File: config.mk
export PLATFORM = sky130hd
export DESIGN_NAME = mailbox_fifo_core_flat
export DESIGN_NICKNAME = d
export VERILOG_FILES = /design/src/rtl/mailbox_fifo_core_if.sv /design/src/rtl/mailbox_fifo_core.sv /design/src/flat_wrapper.sv
export SDC_FILE = /design/constraint.sdc
export NUM_CORES = 1
export LEC_CHECK = 0
export CORE_ASPECT_RATIO = 1.2
export CORE_MARGIN = 2
export CORE_UTILIZATION = 31
export CTS_BUF_LIST = sky130_fd_sc_hd__clkbuf_16
export CTS_CLUSTER_SIZE = 14
export DETAILED_ROUTE_END_ITERATION = 12
export PLACE_DENSITY_LB_ADDON = 0.05
export SLEW_MARGIN = 20
export SYNTH_ARGS = -nofsm -noshare
export SYNTH_HDL_FRONTEND = slang
export SYNTH_SLANG_ARGS = --single-unit
File: constraint.sdc
create_clock -name pclk_i -period 6.1 [get_ports pclk_i]
set_clock_uncertainty 0.1 [all_clocks]
set_input_delay 0.61 -clock pclk_i [delete_from_list [all_inputs] [get_ports pclk_i]]
set_output_delay 0.61 -clock pclk_i [all_outputs]
set_load 0.05 [all_outputs]
File: src/rtl/mailbox_fifo_core_if.sv
// Access-port and stream-port bundle between the APB controller, the mailbox
// FIFO core and the consumer agent.
interface mailbox_fifo_core_if #(
    parameter int unsigned W_WIDTH_SYS = 32,
    parameter int unsigned WIDTH_ADDR  = 32
);
    logic                   req_w_i;
    logic                   req_r_i;
    logic [WIDTH_ADDR-1:0]  addr_i;
    logic [W_WIDTH_SYS-1:0] data_i;
    logic                   write_i;
    logic                   ack_w_o;
    logic                   ack_r_o;
    logic                   err_w_o;
    logic                   err_r_o;
    logic [W_WIDTH_SYS-1:0] rdata_o;
    logic                   m_valid_o;
    logic [W_WIDTH_SYS-1:0] m_data_o;
    logic                   m_ready_i;

    modport slave (
        input  req_w_i, req_r_i, addr_i, data_i, write_i, m_ready_i,
        output ack_w_o, ack_r_o, err_w_o, err_r_o, rdata_o, m_valid_o, m_data_o
    );

    modport master (
        output req_w_i, req_r_i, addr_i, data_i, write_i, m_ready_i,
        input  ack_w_o, ack_r_o, err_w_o, err_r_o, rdata_o, m_valid_o, m_data_o
    );
endinterface

File: src/rtl/mailbox_fifo_core.sv
// Mailbox register/FIFO target: four-phase req/ack register access, message FIFO
// drained through a valid/ready stream, sticky overflow and a level interrupt.
module mailbox_fifo_core #(
    parameter int unsigned W_WIDTH_SYS = 32,
    parameter int unsigned WIDTH_ADDR  = 32,
    parameter int unsigned FIFO_DEPTH  = 8
) (
    input  logic               pclk_i,
    input  logic               presetn_i,
    mailbox_fifo_core_if.slave bus,
    output logic               irq_o
);
    localparam int unsigned PtrW = (FIFO_DEPTH > 1) ? $clog2(FIFO_DEPTH) : 1;
    localparam int unsigned CntW = PtrW + 1;

    typedef enum logic [1:0] {StIdle, StAckW, StAckR} state_e;

    state_e                 state_q, state_d;
    logic [W_WIDTH_SYS-1:0] mem_q [FIFO_DEPTH];
    logic [PtrW-1:0]        rd_ptr_q, wr_ptr_q;
    logic [CntW-1:0]        count_q, count_d;
    logic                   ovf_q, ovf_d;
    logic [1:0]             irq_en_q, irq_en_d;
    logic                   ack_w_q, ack_w_d, ack_r_q, ack_r_d;
    logic                   err_w_q, err_w_d, err_r_q, err_r_d;
    logic [W_WIDTH_SYS-1:0] rdata_q, rdata_d;
    logic [W_WIDTH_SYS-1:0] status, head;
    logic                   irq_q, irq_d;
    logic                   empty, full, dec_ok, push, pop, ovf_set, ovf_clr;
    logic [1:0]             sel;
    logic                   unused_write;

    assign unused_write = bus.write_i;
    assign empty  = (count_q == '0);
    assign full   = (count_q == CntW'(FIFO_DEPTH));
    assign dec_ok = (bus.addr_i[1:0] == 2'b00) && (bus.addr_i[WIDTH_ADDR-1:4] == '0);
    assign sel    = bus.addr_i[3:2];
    assign head   = mem_q[rd_ptr_q];
    assign pop    = bus.m_ready_i & ~empty;

    always_comb begin
        status       = '0;
        status[0]    = empty;
        status[1]    = full;
        status[2]    = ovf_q;
        status[15:8] = 8'(count_q);
    end

    always_comb begin
        state_d  = state_q;
        ack_w_d  = ack_w_q;
        ack_r_d  = ack_r_q;
        err_w_d  = err_w_q;
        err_r_d  = err_r_q;
        rdata_d  = rdata_q;
        irq_en_d = irq_en_q;
        push     = 1'b0;
        ovf_set  = 1'b0;
        ovf_clr  = 1'b0;
        unique case (state_q)
            StIdle: begin
                if (bus.req_w_i && bus.req_r_i) begin
                    // Conflicting requests: flag an error on the write side only.
                    ack_w_d = 1'b1;
                    err_w_d = 1'b1;
                    state_d = StAckW;
                end else if (bus.req_w_i) begin
                    ack_w_d = 1'b1;
                    err_w_d = 1'b0;
                    state_d = StAckW;
                    if (!dec_ok) begin
                        err_w_d = 1'b1;
                    end else begin
                        unique case (sel)
                            2'd0: begin
                                if (full) begin
                                    err_w_d = 1'b1;
                                    ovf_set = 1'b1;
                                end else begin
                                    push = 1'b1;
                                end
                            end
                            2'd1: err_w_d = 1'b1;
                            2'd2: irq_en_d = bus.data_i[1:0];
                            2'd3: ovf_clr = bus.data_i[2];
                        endcase
                    end
                end else if (bus.req_r_i) begin
                    ack_r_d = 1'b1;
                    err_r_d = 1'b0;
                    rdata_d = '0;
                    state_d = StAckR;
                    if (!dec_ok) begin
                        err_r_d = 1'b1;
                    end else begin
                        unique case (sel)
                            2'd0: begin
                                if (empty) err_r_d = 1'b1;
                                else       rdata_d = head;
                            end
                            2'd1: rdata_d = status;
                            2'd2: rdata_d = {{(W_WIDTH_SYS-2){1'b0}}, irq_en_q};
                            2'd3: rdata_d = '0;
                        endcase
                    end
                end
            end
            StAckW: begin
                if (!bus.req_w_i) begin
                    ack_w_d = 1'b0;
                    err_w_d = 1'b0;
                    state_d = StIdle;
                end
            end
            StAckR: begin
                if (!bus.req_r_i) begin
                    ack_r_d = 1'b0;
                    err_r_d = 1'b0;
                    rdata_d = '0;
                    state_d = StIdle;
                end
            end
            default: state_d = StIdle;
        endcase
    end

    assign count_d = count_q + CntW'(push) - CntW'(pop);
    // Set wins over a same-cycle clear.
    assign ovf_d   = ovf_set | (ovf_q & ~ovf_clr);
    assign irq_d   = (irq_en_d[0] & (count_d != '0)) | (irq_en_d[1] & ovf_d);

    always_ff @(posedge pclk_i or negedge presetn_i) begin
        if (!presetn_i) begin
            state_q  <= StIdle;
            rd_ptr_q <= '0;
            wr_ptr_q <= '0;
            count_q  <= '0;
            ovf_q    <= 1'b0;
            irq_en_q <= 2'b00;
            ack_w_q  <= 1'b0;
            ack_r_q  <= 1'b0;
            err_w_q  <= 1'b0;
            err_r_q  <= 1'b0;
            rdata_q  <= '0;
            irq_q    <= 1'b0;
        end else begin
            state_q  <= state_d;
            count_q  <= count_d;
            ovf_q    <= ovf_d;
            irq_en_q <= irq_en_d;
            ack_w_q  <= ack_w_d;
            ack_r_q  <= ack_r_d;
            err_w_q  <= err_w_d;
            err_r_q  <= err_r_d;
            rdata_q  <= rdata_d;
            irq_q    <= irq_d;
            if (push) wr_ptr_q <= wr_ptr_q + 1'b1;
            if (pop)  rd_ptr_q <= rd_ptr_q + 1'b1;
        end
    end

    always_ff @(posedge pclk_i) begin
        if (push) mem_q[wr_ptr_q] <= bus.data_i;
    end

    assign bus.ack_w_o   = ack_w_q;
    assign bus.ack_r_o   = ack_r_q;
    assign bus.err_w_o   = err_w_q;
    assign bus.err_r_o   = err_r_q;
    assign bus.rdata_o   = rdata_q;
    assign bus.m_valid_o = ~empty;
    assign bus.m_data_o  = empty ? '0 : head;
    assign irq_o         = irq_q;
endmodule

File: src/flat_wrapper.sv
// flat-port wrapper written by rule: the top's interface ports become plain ports
module mailbox_fifo_core_flat 
#(
    parameter int unsigned W_WIDTH_SYS = 32,
    parameter int unsigned WIDTH_ADDR  = 32,
    parameter int unsigned FIFO_DEPTH  = 8
)
  (pclk_i, presetn_i, irq_o, bus_req_w_i, bus_req_r_i, bus_addr_i, bus_data_i, bus_write_i, bus_m_ready_i, bus_ack_w_o, bus_ack_r_o, bus_err_w_o, bus_err_r_o, bus_rdata_o, bus_m_valid_o, bus_m_data_o);
  mailbox_fifo_core_if #(.W_WIDTH_SYS(W_WIDTH_SYS), .WIDTH_ADDR(WIDTH_ADDR)) bus_i ();
  input  logic pclk_i;
  input  logic presetn_i;
  output logic irq_o;
  input wire logic [$bits(bus_i.req_w_i)-1:0] bus_req_w_i;
  input wire logic [$bits(bus_i.req_r_i)-1:0] bus_req_r_i;
  input wire logic [$bits(bus_i.addr_i)-1:0] bus_addr_i;
  input wire logic [$bits(bus_i.data_i)-1:0] bus_data_i;
  input wire logic [$bits(bus_i.write_i)-1:0] bus_write_i;
  input wire logic [$bits(bus_i.m_ready_i)-1:0] bus_m_ready_i;
  output wire logic [$bits(bus_i.ack_w_o)-1:0] bus_ack_w_o;
  output wire logic [$bits(bus_i.ack_r_o)-1:0] bus_ack_r_o;
  output wire logic [$bits(bus_i.err_w_o)-1:0] bus_err_w_o;
  output wire logic [$bits(bus_i.err_r_o)-1:0] bus_err_r_o;
  output wire logic [$bits(bus_i.rdata_o)-1:0] bus_rdata_o;
  output wire logic [$bits(bus_i.m_valid_o)-1:0] bus_m_valid_o;
  output wire logic [$bits(bus_i.m_data_o)-1:0] bus_m_data_o;
  assign bus_i.req_w_i = bus_req_w_i;
  assign bus_i.req_r_i = bus_req_r_i;
  assign bus_i.addr_i = bus_addr_i;
  assign bus_i.data_i = bus_data_i;
  assign bus_i.write_i = bus_write_i;
  assign bus_i.m_ready_i = bus_m_ready_i;
  assign bus_ack_w_o = bus_i.ack_w_o;
  assign bus_ack_r_o = bus_i.ack_r_o;
  assign bus_err_w_o = bus_i.err_w_o;
  assign bus_err_r_o = bus_i.err_r_o;
  assign bus_rdata_o = bus_i.rdata_o;
  assign bus_m_valid_o = bus_i.m_valid_o;
  assign bus_m_data_o = bus_i.m_data_o;
  mailbox_fifo_core #(.W_WIDTH_SYS(W_WIDTH_SYS), .WIDTH_ADDR(WIDTH_ADDR), .FIFO_DEPTH(FIFO_DEPTH)) u_core (.pclk_i(pclk_i), .presetn_i(presetn_i), .bus(bus_i), .irq_o(irq_o));
endmodule
==> results_dict.tcl <==
set metrics [dict create \
    synth-seq-cells 308 \
    wirelength_mm 29.77 \
    ys_async_sr_fraction_pct 16.88 \
    yosysMostFrequentCell "edfxtp_1" \
    cp_max_fo 29 \
    syn-cell-area_um2 12090 \
    n_antenna_cell 0 \
    hpwl_mm 17.08 \
    yosys_warnings 0 \
    layout-drive-gt1-share_pct 19.10 \
    die_h_um 220.3 \
    cp.arrival_ps 3540 \
    power_leakage_nw 5.396 \
    period_share_pct 69.72 \
    synth_cell_types 47 \
    clkLatencyLatePin_ps 510 \
    cap_violations 0 \
    critPathLaunchType "register" \
    tightest_slew_ps 939.1 \
    hold_viol 0 \
    rr_startpoint "u_core.state_q[0]" \
    synthCells 613 \
    crit_type "register to output port" \
    cts.path.max_buffers 3 \
    die-area_um2 40600 \
    areaGrowthSynthToFinish_pct 26.31 \
    synth_nets 692 \
    required_ps 5390 \
    synth.top_cell.area_share_pct 63.60 \
    overflow 0 \
    root_buffer "clkbuf_16" \
    coreArea_um2 38650 \
    cts.sinks 308 \
    hp-class "primary input to async pin" \
    clkTransAtPathRegs_ps 60 \
    fin_crit_ps 4253 \
    post_cts_buffers 0 \
    synth-seq-area-share_pct 74.36 \
    design_area_um2 15270 \
    post_dp_cell_area_um2 14190 \
    synth-edff-count 256 \
    slew_headroom_pct 37.17 \
    grt_pass1_wl_mm 44.30 \
    cts_buffers 35 \
    synth_common_cells "edfxtp_1, mux4_2, dfrtp_1" \
    io_pins 140 \
    end_kind "output port" \
    drc 0 \
    gp_congestion 0.6890 \
    num_rows 79 \
    power_density_nw_per_um2 436.1 \
    grt_use_total_pct 15.06 \
    io_buffers 138 \
    synth_top_area_cell "edfxtp_1" \
    drt-vias-per-instance 4.763 \
    detail_route.wl_per_cell_um 22.43 \
    nets 855 \
    worst_hold_slack_ps 205.2 \
    dr.pass1.iters 4 \
    ant_nets 0 \
    yosys-top-cells-area "edfxtp_1, mux4_2, dfrtp_1, mux2i_1, a22o_1" \
    vdd_drop_max_mv 0.2431 \
    crit_path_start "u_core.rd_ptr_q[0]" \
    rsz0062_at_grt "false" \
    setup_viol 0 \
    slew_viol_final 0 \
    die_width_um 184.3 \
    grt_pass1_vias 6916 \
    start_util_pct 31.28 \
    num_vias 6320 \
    htree_levels 2 \
    grt_max_degree 53 \
    ys.flop_type "edfxtp_1" \
    max_freq_ghz 0.2351 \
    drt_iter0_drc 358 \
    syn_avg_cell_area_um2 19.72 \
    fin_tns_setup_ps 0 \
    cts_hold_buf 0 \
    antenna_found_initial 1 \
    status "finished, final reports clean" \
    cts_tree "yes" \
    cts_resized 0 \
]
[cell type report]
class                           instances  area [µm²]
Timing Repair Buffer                  157        1519
Tap cell                              526       658.1
Fill cell                            3465       23380
Clock inverter                         25       151.4
Multi-Input combinational cell        255        2948
Clock buffer                           37       925.9
Inverter                               19       71.32
Sequential cell                       308        8995
[routing by layer]
| metal | GRT usage (%) | vias to the layer above | share of wire (%) |
|---|---|---|---|
| met5 | 0 | - | 0.054 |
| met4 | 3.973 | 2 | 1.6 |
| met3 | 3.275 | 34 | 5.5 |
| met2 | 25.56 | 183 | 50 |
| met1 | 19.66 | 3295 | 43 |
| li1 | - | 2806 | - |
[sequential cells by signal, summed over array words and instances (netlist names), 2 cells and up]
register / flops
u_core.mem_q: 256
u_core.count_q: 4
u_core.state_q: 2
u_core.bus.rdata_o: 32
u_core.rd_ptr_q: 3
u_core.irq_en_q: 2
u_core.wr_ptr_q: 3
[final timing paths]
path	to	slack [ps]	depth (start not counted)
setup / recovery	bus_m_data_o[7]	1850	5
hold / removal	u_core.bus.rdata_o[11]	210	2
setup reg to reg	u_core.irq_o	2470	9
hold reg to reg	u_core.bus.err_r_o	390	1
max in group asynchronous	u_core.rd_ptr_q[0]	5070	2
min in group pclk_i	u_core.bus.err_r_o	390	1
[where the power goes]
part / total [W] / switching, W / internal [W]
sequential: 0.00247 / 0.000159 / 0.00231
combinational: 0.00222 / 0.00133 / 0.000896
clock: 0.00196 / 0.000793 / 0.00117
[logic make-up (layout without fill, tap and decap cells)]
logic type | after synthesis | count (layout) | synth area share (%)
buffers and inverters | 50 | 238 | 1.687
xor gates and xnor gates | 6 | 6 | 0.4348
DFF | 308 | 308 | 74.36
AOI/OAI and AO/OA | 46 | 46 | 3.126
muxes | 101 | 101 | 15.06
adders and majority gates | 9 | 9 | 0.9937
and+or+nand+nor | 93 | 93 | 4.337
[layout by cell type, fill, tap and decap left out, types with 8 or more instances in the layout]
cell / instances
a22o_1: 26
clkinv_1: 8
mux4_2: 64
clkdlybuf4s50_1: 137
dfrtp_1: 49
mux2i_1: 33
buf_4: 19
nor2_1: 37
clkbuf_16: 37
inv_1: 30
ha_1: 8
edfxtp_1: 256
nand2_1: 9
nor4_1: 11
[through the flow]
step	setup slack, ps	utilization, %	power (W)	instances
2_1_floorplan	1146	-	0.004033	613
3_3_place_gp	1718	36.72	0.004786	1265
3_5_place_dp	1699	36.72	0.004793	1265
4_1_cts	1673	39.51	0.006801	1327
5_1_grt	1563	39.51	0.006984	1327
6_report	1847	39.51	0.006659	1327
[worst max-delay path: stages, from the launching register on]
cell and delay, ps:
dfrtp_4 820, buf_4 580, mux4_2 570, mux2i_1 230, nor2_1 90, clkdlybuf4s50_1 740
Power figures use the tool's default switching activity.
==> RTL change 1 (same settings) <==
Re-encode `state_e` (3 states) as one-hot, 3 bits wide.
--- a/src/rtl/mailbox_fifo_core.sv
+++ b/src/rtl/mailbox_fifo_core.sv
@@ -13,7 +13,7 @@
     localparam int unsigned PtrW = (FIFO_DEPTH > 1) ? $clog2(FIFO_DEPTH) : 1;
     localparam int unsigned CntW = PtrW + 1;
 
-    typedef enum logic [1:0] {StIdle, StAckW, StAckR} state_e;
+    typedef enum logic [2:0] {StIdle = 3'b001, StAckW = 3'b010, StAckR = 3'b100} state_e;
 
     state_e                 state_q, state_d;
     logic [W_WIDTH_SYS-1:0] mem_q [FIFO_DEPTH];
Formal check against the unedited RTL: same outputs for any inputs over 4 cycles, from zero or initial values and one cycle with presetn_i low; so few cycles prove little.
==> RTL change 1 against the original RTL <==
- fmax shrank 2.1%
- non-clock buffer count grew 2
- sequential cell count grew 1
- register-to-register slack gained 0.48 ns
- cell area grew 0.74%
- synthesized area grew 0.52%
- routed wire length grew 0.11%
- worst setup slack lost 0.092 ns
- power grew 3.3%
- largest cell class unchanged
==> RTL change 1: results (changes against the original RTL) <==
| Metric | Value |
|---|---|
| Fillers | 3563 (+2.8%) |
| Critical Path Fanout Max | 42 (+45%) |
| Worst EP arrival | 3.64 ns (+0.10 ns) |
| Comb power frac | 0.329 (-0.005) |
| IO buf count | 138 (unchanged) |
| Max incr delay on CP | 1.02 ns (+0.20 ns) |
| Compound-Gate Fraction of Synth Area | 0.03223 (+0.0009718) |
| Multi-input gates | 281 (+10%) |
| Gr usage total | 0.1477 (-0.002874) |
| Met3 routed WL | 1458 µm (-10%) |
| Worst slew margin | 0.2816 (-0.09009) |
| Nets | 882 (+3.2%) |
| Met3 Use GR | 0.02781 (-0.004937) |
| Nonclk buf count | 159 (+1.3%) |
| Post-DR wirelength/cell | 21.99 µm (-2.0%) |
| Slowest cell on the critical path | dfrtp_4 |
| Net Sw Frac | 0.3480 (+0.005760) |
| Peak supply drop | 0.0002758 V (+13%) |
| Syn_area_per_cell | 18.99 µm² (-3.7%) |
| Clock-cell share | 0.07183 (+0.001273) |
| Placed cell count | 1292 (+2.1%) |
| Non-filler cells, final | 1355 (+2.1%) |
| Sequential cell area share | 0.5867 (-0.002442) |
| Yosys cell types | 42 (-11%) |
| Sequential area share after synthesis | 0.7419 (-0.001666) |
| TritonRoute pass-1 iters | 7 (+3) |
| Final GP Congestion | 0.7486 (+8.7%) |
| Synth Area in Adders | 0.009886 (-0.00005116) |
| Signal buffers share of area | 0.1005 (+0.001061) |
| Comb group | 2.26 mW (+2%) |
| Async SR Flop Fraction | 0.1715 (+0.002690) |
| FF-to-FF path depth | 10 (+1) |
| Mapped Nets | 719 (+3.9%) |
| First-pass GRT wire length | 44440 µm (+0.31%) |
| Worst r2r src | u_core.state_q[0] |
| M1 GR Usage | 0.1845 (-0.01211) |
| Vias | 6490 (+2.7%) |
| Seq pwr share | 0.378 (+0.007) |
| Post-route cell area | 0.01538 mm² (+0.74%) |
| P_leak | 5.355 nW (-0.75%) |
| Layout cells sized above 1 | 0.1797 (-0.01128) |
| Inverters, non-clock | 17 (-2) |
| R2r setup slk | 2.95 ns (+0.48 ns) |
| First-iteration detailed-routing DRC count | 311 (-13%) |
| Largest net degree at the start of global routing | 67 (+26%) |
| Dpl hpwl | 17630 µm (+3.2%) |
| Top cells by count, synth | edfxtp_1, mux4_2, dfrtp_1 |
| Placed inst area | 0.01428 mm² (+0.60%) |
| Routed wl met2 | 15250 µm (+3.0%) |
| Xor-xnor portion of the synthesized cell area | 0.005046 (+0.0006984) |
| Min Hold Slack | 0.1818 ns (-0.02348 ns) |
| Tmin final | 4.345 ns (+0.09214 ns) |
| Status | finished clean |
| TritonCTS sink count | 309 (+0.32%) |
| Area of the multi-input gates | 0.002979 mm² (+1.1%) |
| Synth area leaders | edfxtp_1, mux4_2, dfrtp_1 |
| Met2 usage | 0.2615 (+0.005863) |
| Post-synthesis cell area | 0.01215 mm² (+0.52%) |
RTL change 1: cell types whose count changed in the layout (fill, tap and decap cells not counted), moves of 3 or more:
cell      delta
nand2_1     +21
a222oi_1     -5
a22oi_1      +3
nor2_1       +6
inv_1        -6
a21oi_1      +6
clkinv_1     +5
o22ai_1      +3
RTL change 1: critical path, delay by kind of cell, from the launching register on:
family                 cells  cell delay, ns
buffers and inverters      2            1.19
and+or+nand+nor            1            0.11
DFF                        1            1.02
muxes                      2            0.77
RTL change 1: worst max-delay path by stage:
stage                    endpoint                from  cells past startpoint
6_report          bus_m_data_o[8]  u_core.rd_ptr_q[0]                      5
5_1_grt          bus_m_data_o[28]  u_core.rd_ptr_q[0]                      5
4_1_cts          bus_m_data_o[28]  u_core.rd_ptr_q[0]                      5
3_5_place_dp         u_core.irq_o      bus_addr_i[27]                     12
3_3_place_gp         u_core.irq_o       bus_addr_i[1]                     12
2_1_floorplan  u_core.mem_q[0][0]      bus_addr_i[19]                      7
==> RTL change 2 (same flow settings) <==
Made on the original files. `WIDTH_ADDR` is set to 32 in 3 places; all go to 28.
--- a/src/rtl/mailbox_fifo_core_if.sv
+++ b/src/rtl/mailbox_fifo_core_if.sv
@@ -2,7 +2,7 @@
 // FIFO core and the consumer agent.
 interface mailbox_fifo_core_if #(
     parameter int unsigned W_WIDTH_SYS = 32,
-    parameter int unsigned WIDTH_ADDR  = 32
+    parameter int unsigned WIDTH_ADDR  = 28
 );
     logic                   req_w_i;
     logic                   req_r_i;
--- a/src/rtl/mailbox_fifo_core.sv
+++ b/src/rtl/mailbox_fifo_core.sv
@@ -2,7 +2,7 @@
 // drained through a valid/ready stream, sticky overflow and a level interrupt.
 module mailbox_fifo_core #(
     parameter int unsigned W_WIDTH_SYS = 32,
-    parameter int unsigned WIDTH_ADDR  = 32,
+    parameter int unsigned WIDTH_ADDR  = 28,
     parameter int unsigned FIFO_DEPTH  = 8
 ) (
     input  logic               pclk_i,
--- a/src/flat_wrapper.sv
+++ b/src/flat_wrapper.sv
@@ -2,7 +2,7 @@
 module mailbox_fifo_core_flat 
 #(
     parameter int unsigned W_WIDTH_SYS = 32,
-    parameter int unsigned WIDTH_ADDR  = 32,
+    parameter int unsigned WIDTH_ADDR  = 28,
     parameter int unsigned FIFO_DEPTH  = 8
 )
   (pclk_i, presetn_i, irq_o, bus_req_w_i, bus_req_r_i, bus_addr_i, bus_data_i, bus_write_i, bus_m_ready_i, bus_ack_w_o, bus_ack_r_o, bus_err_w_o, bus_err_r_o, bus_rdata_o, bus_m_valid_o, bus_m_data_o);
Interface: changed (resized bus_addr_i); port bits go from 140 to 136. No check against the original RTL was run, so the function may have changed too.
==> RTL change 2 against the original RTL <==
- sequential cell count unchanged
- worst setup slack better by 0.058 ns
- routed wire length shrank 0.46%
- power grew 0.16%
- register-to-register slack improved by 0.21 ns
- synthesized cell count rose by 0.16%
- cell area is 0.24% higher
- synthesized area grew 0.73%
- global-route usage fell by 0.21 points
- critical endpoint is now bus_m_data_o[23]
==> RTL change 2: results (changes against the original RTL) <==
| Metric | Value |
|---|---|
| Status | finished clean |
| Post-DR wirelength/cell | 22.35 µm (-0.38%) |
| Top cells by count, synth | edfxtp_1, mux4_2, dfrtp_1 |
| Gr usage total | 0.1485 (-0.002099) |
| Final GP Congestion | 0.7465 (+8.3%) |
| M1 GR Usage | 0.1830 (-0.01361) |
| IO buf count | 134 (-2.9%) |
| Worst EP arrival | 3.49 ns (-0.05 ns) |
| Via/cell ratio | 4.793 (+0.63%) |
| Fraction of area in multi-input gates | 0.1965 (+0.003466) |
| M1 WL | 12410 µm (-3.4%) |
| Final WS setup | 1.904 ns (+0.05760 ns) |
| Peak supply drop | 0.0003035 V (+25%) |
| Core area | 0.03875 mm² (+0.26%) |
| Synth area leaders | edfxtp_1, mux4_2, dfrtp_1 |
| P_leak | 5.356 nW (-0.73%) |
| Multi-input gates | 257 (+0.78%) |
| First-pass GRT wire length | 44340 µm (about the same) |
| Nets | 851 (-0.47%) |
| Placed inst area | 0.01423 mm² (+0.29%) |
| Layout cells sized above 1 | 0.2063 (+0.01524) |
| Dpl hpwl | 17540 µm (+2.7%) |
| Nonclk buf count | 156 (-0.64%) |
| Inverters, non-clock | 18 (-1) |
| Total Wirelength | 29630 µm (-0.46%) |
[RTL change 2: cell count changes after synthesis, sizes merged, moves of 2 or more]
| cell | before | now |
|---|---|---|
| clkbuf | 19 | 12 |
| nor2 | 38 | 44 |
| nor3 | 5 | 7 |
| a21oi | 2 | 5 |
| nand2 | 11 | 13 |
| nand4 | 4 | 2 |
| nor3b | 4 | 6 |
| buf | 12 | 19 |
| and3b | 2 | 0 |
| nand2b | 4 | 1 |
| and3 | 2 | 0 |
| nor4 | 12 | 9 |
[RTL change 2: power by group through the flow]
| stage | sequential, mW | combinational (mW) | clock, mW |
|---|---|---|---|
| final | 2.55 | 2.15 | 1.97 |
| after global routing | 2.59 | 2.28 | 2.11 |
| after CTS | 2.57 | 2.18 | 2.03 |
| after detailed placement | 2.62 | 2.18 | 0 |
| after global placement | 2.62 | 2.17 | 0 |
| after floorplan | 2.39 | 1.69 | 0 |
[RTL change 2: final timing paths]
path	slack, ns	from	endpoint	cells past startpoint
max	1.90	u_core.rd_ptr_q[0]	bus_m_data_o[23]	5
min	0.19	presetn_i	u_core.bus.rdata_o[2]	2
max reg2reg	2.68	u_core.state_q[1]	u_core.irq_o	9
min reg2reg	0.38	u_core.bus.rdata_o[0]	u_core.bus.rdata_o[0]	2
max in group asynchronous	5.11	presetn_i	u_core.rd_ptr_q[1]	2
min in group pclk_i	0.38	u_core.bus.rdata_o[0]	u_core.bus.rdata_o[0]	2
[RTL change 2: kinds of logic (layout without fill, tap and decap cells)]
kind of cell    Yosys count  after routing  share of synthesized area
compound gates           50             50                    0.03257
xor+xnor                  6              6                   0.004316
fa+ha+maj                 9              9                   0.009865
buf+inv                  49            235                    0.02024
flops                   308            308                     0.7382
mux                     100            100                     0.1483
simple gates             92             92                    0.04655
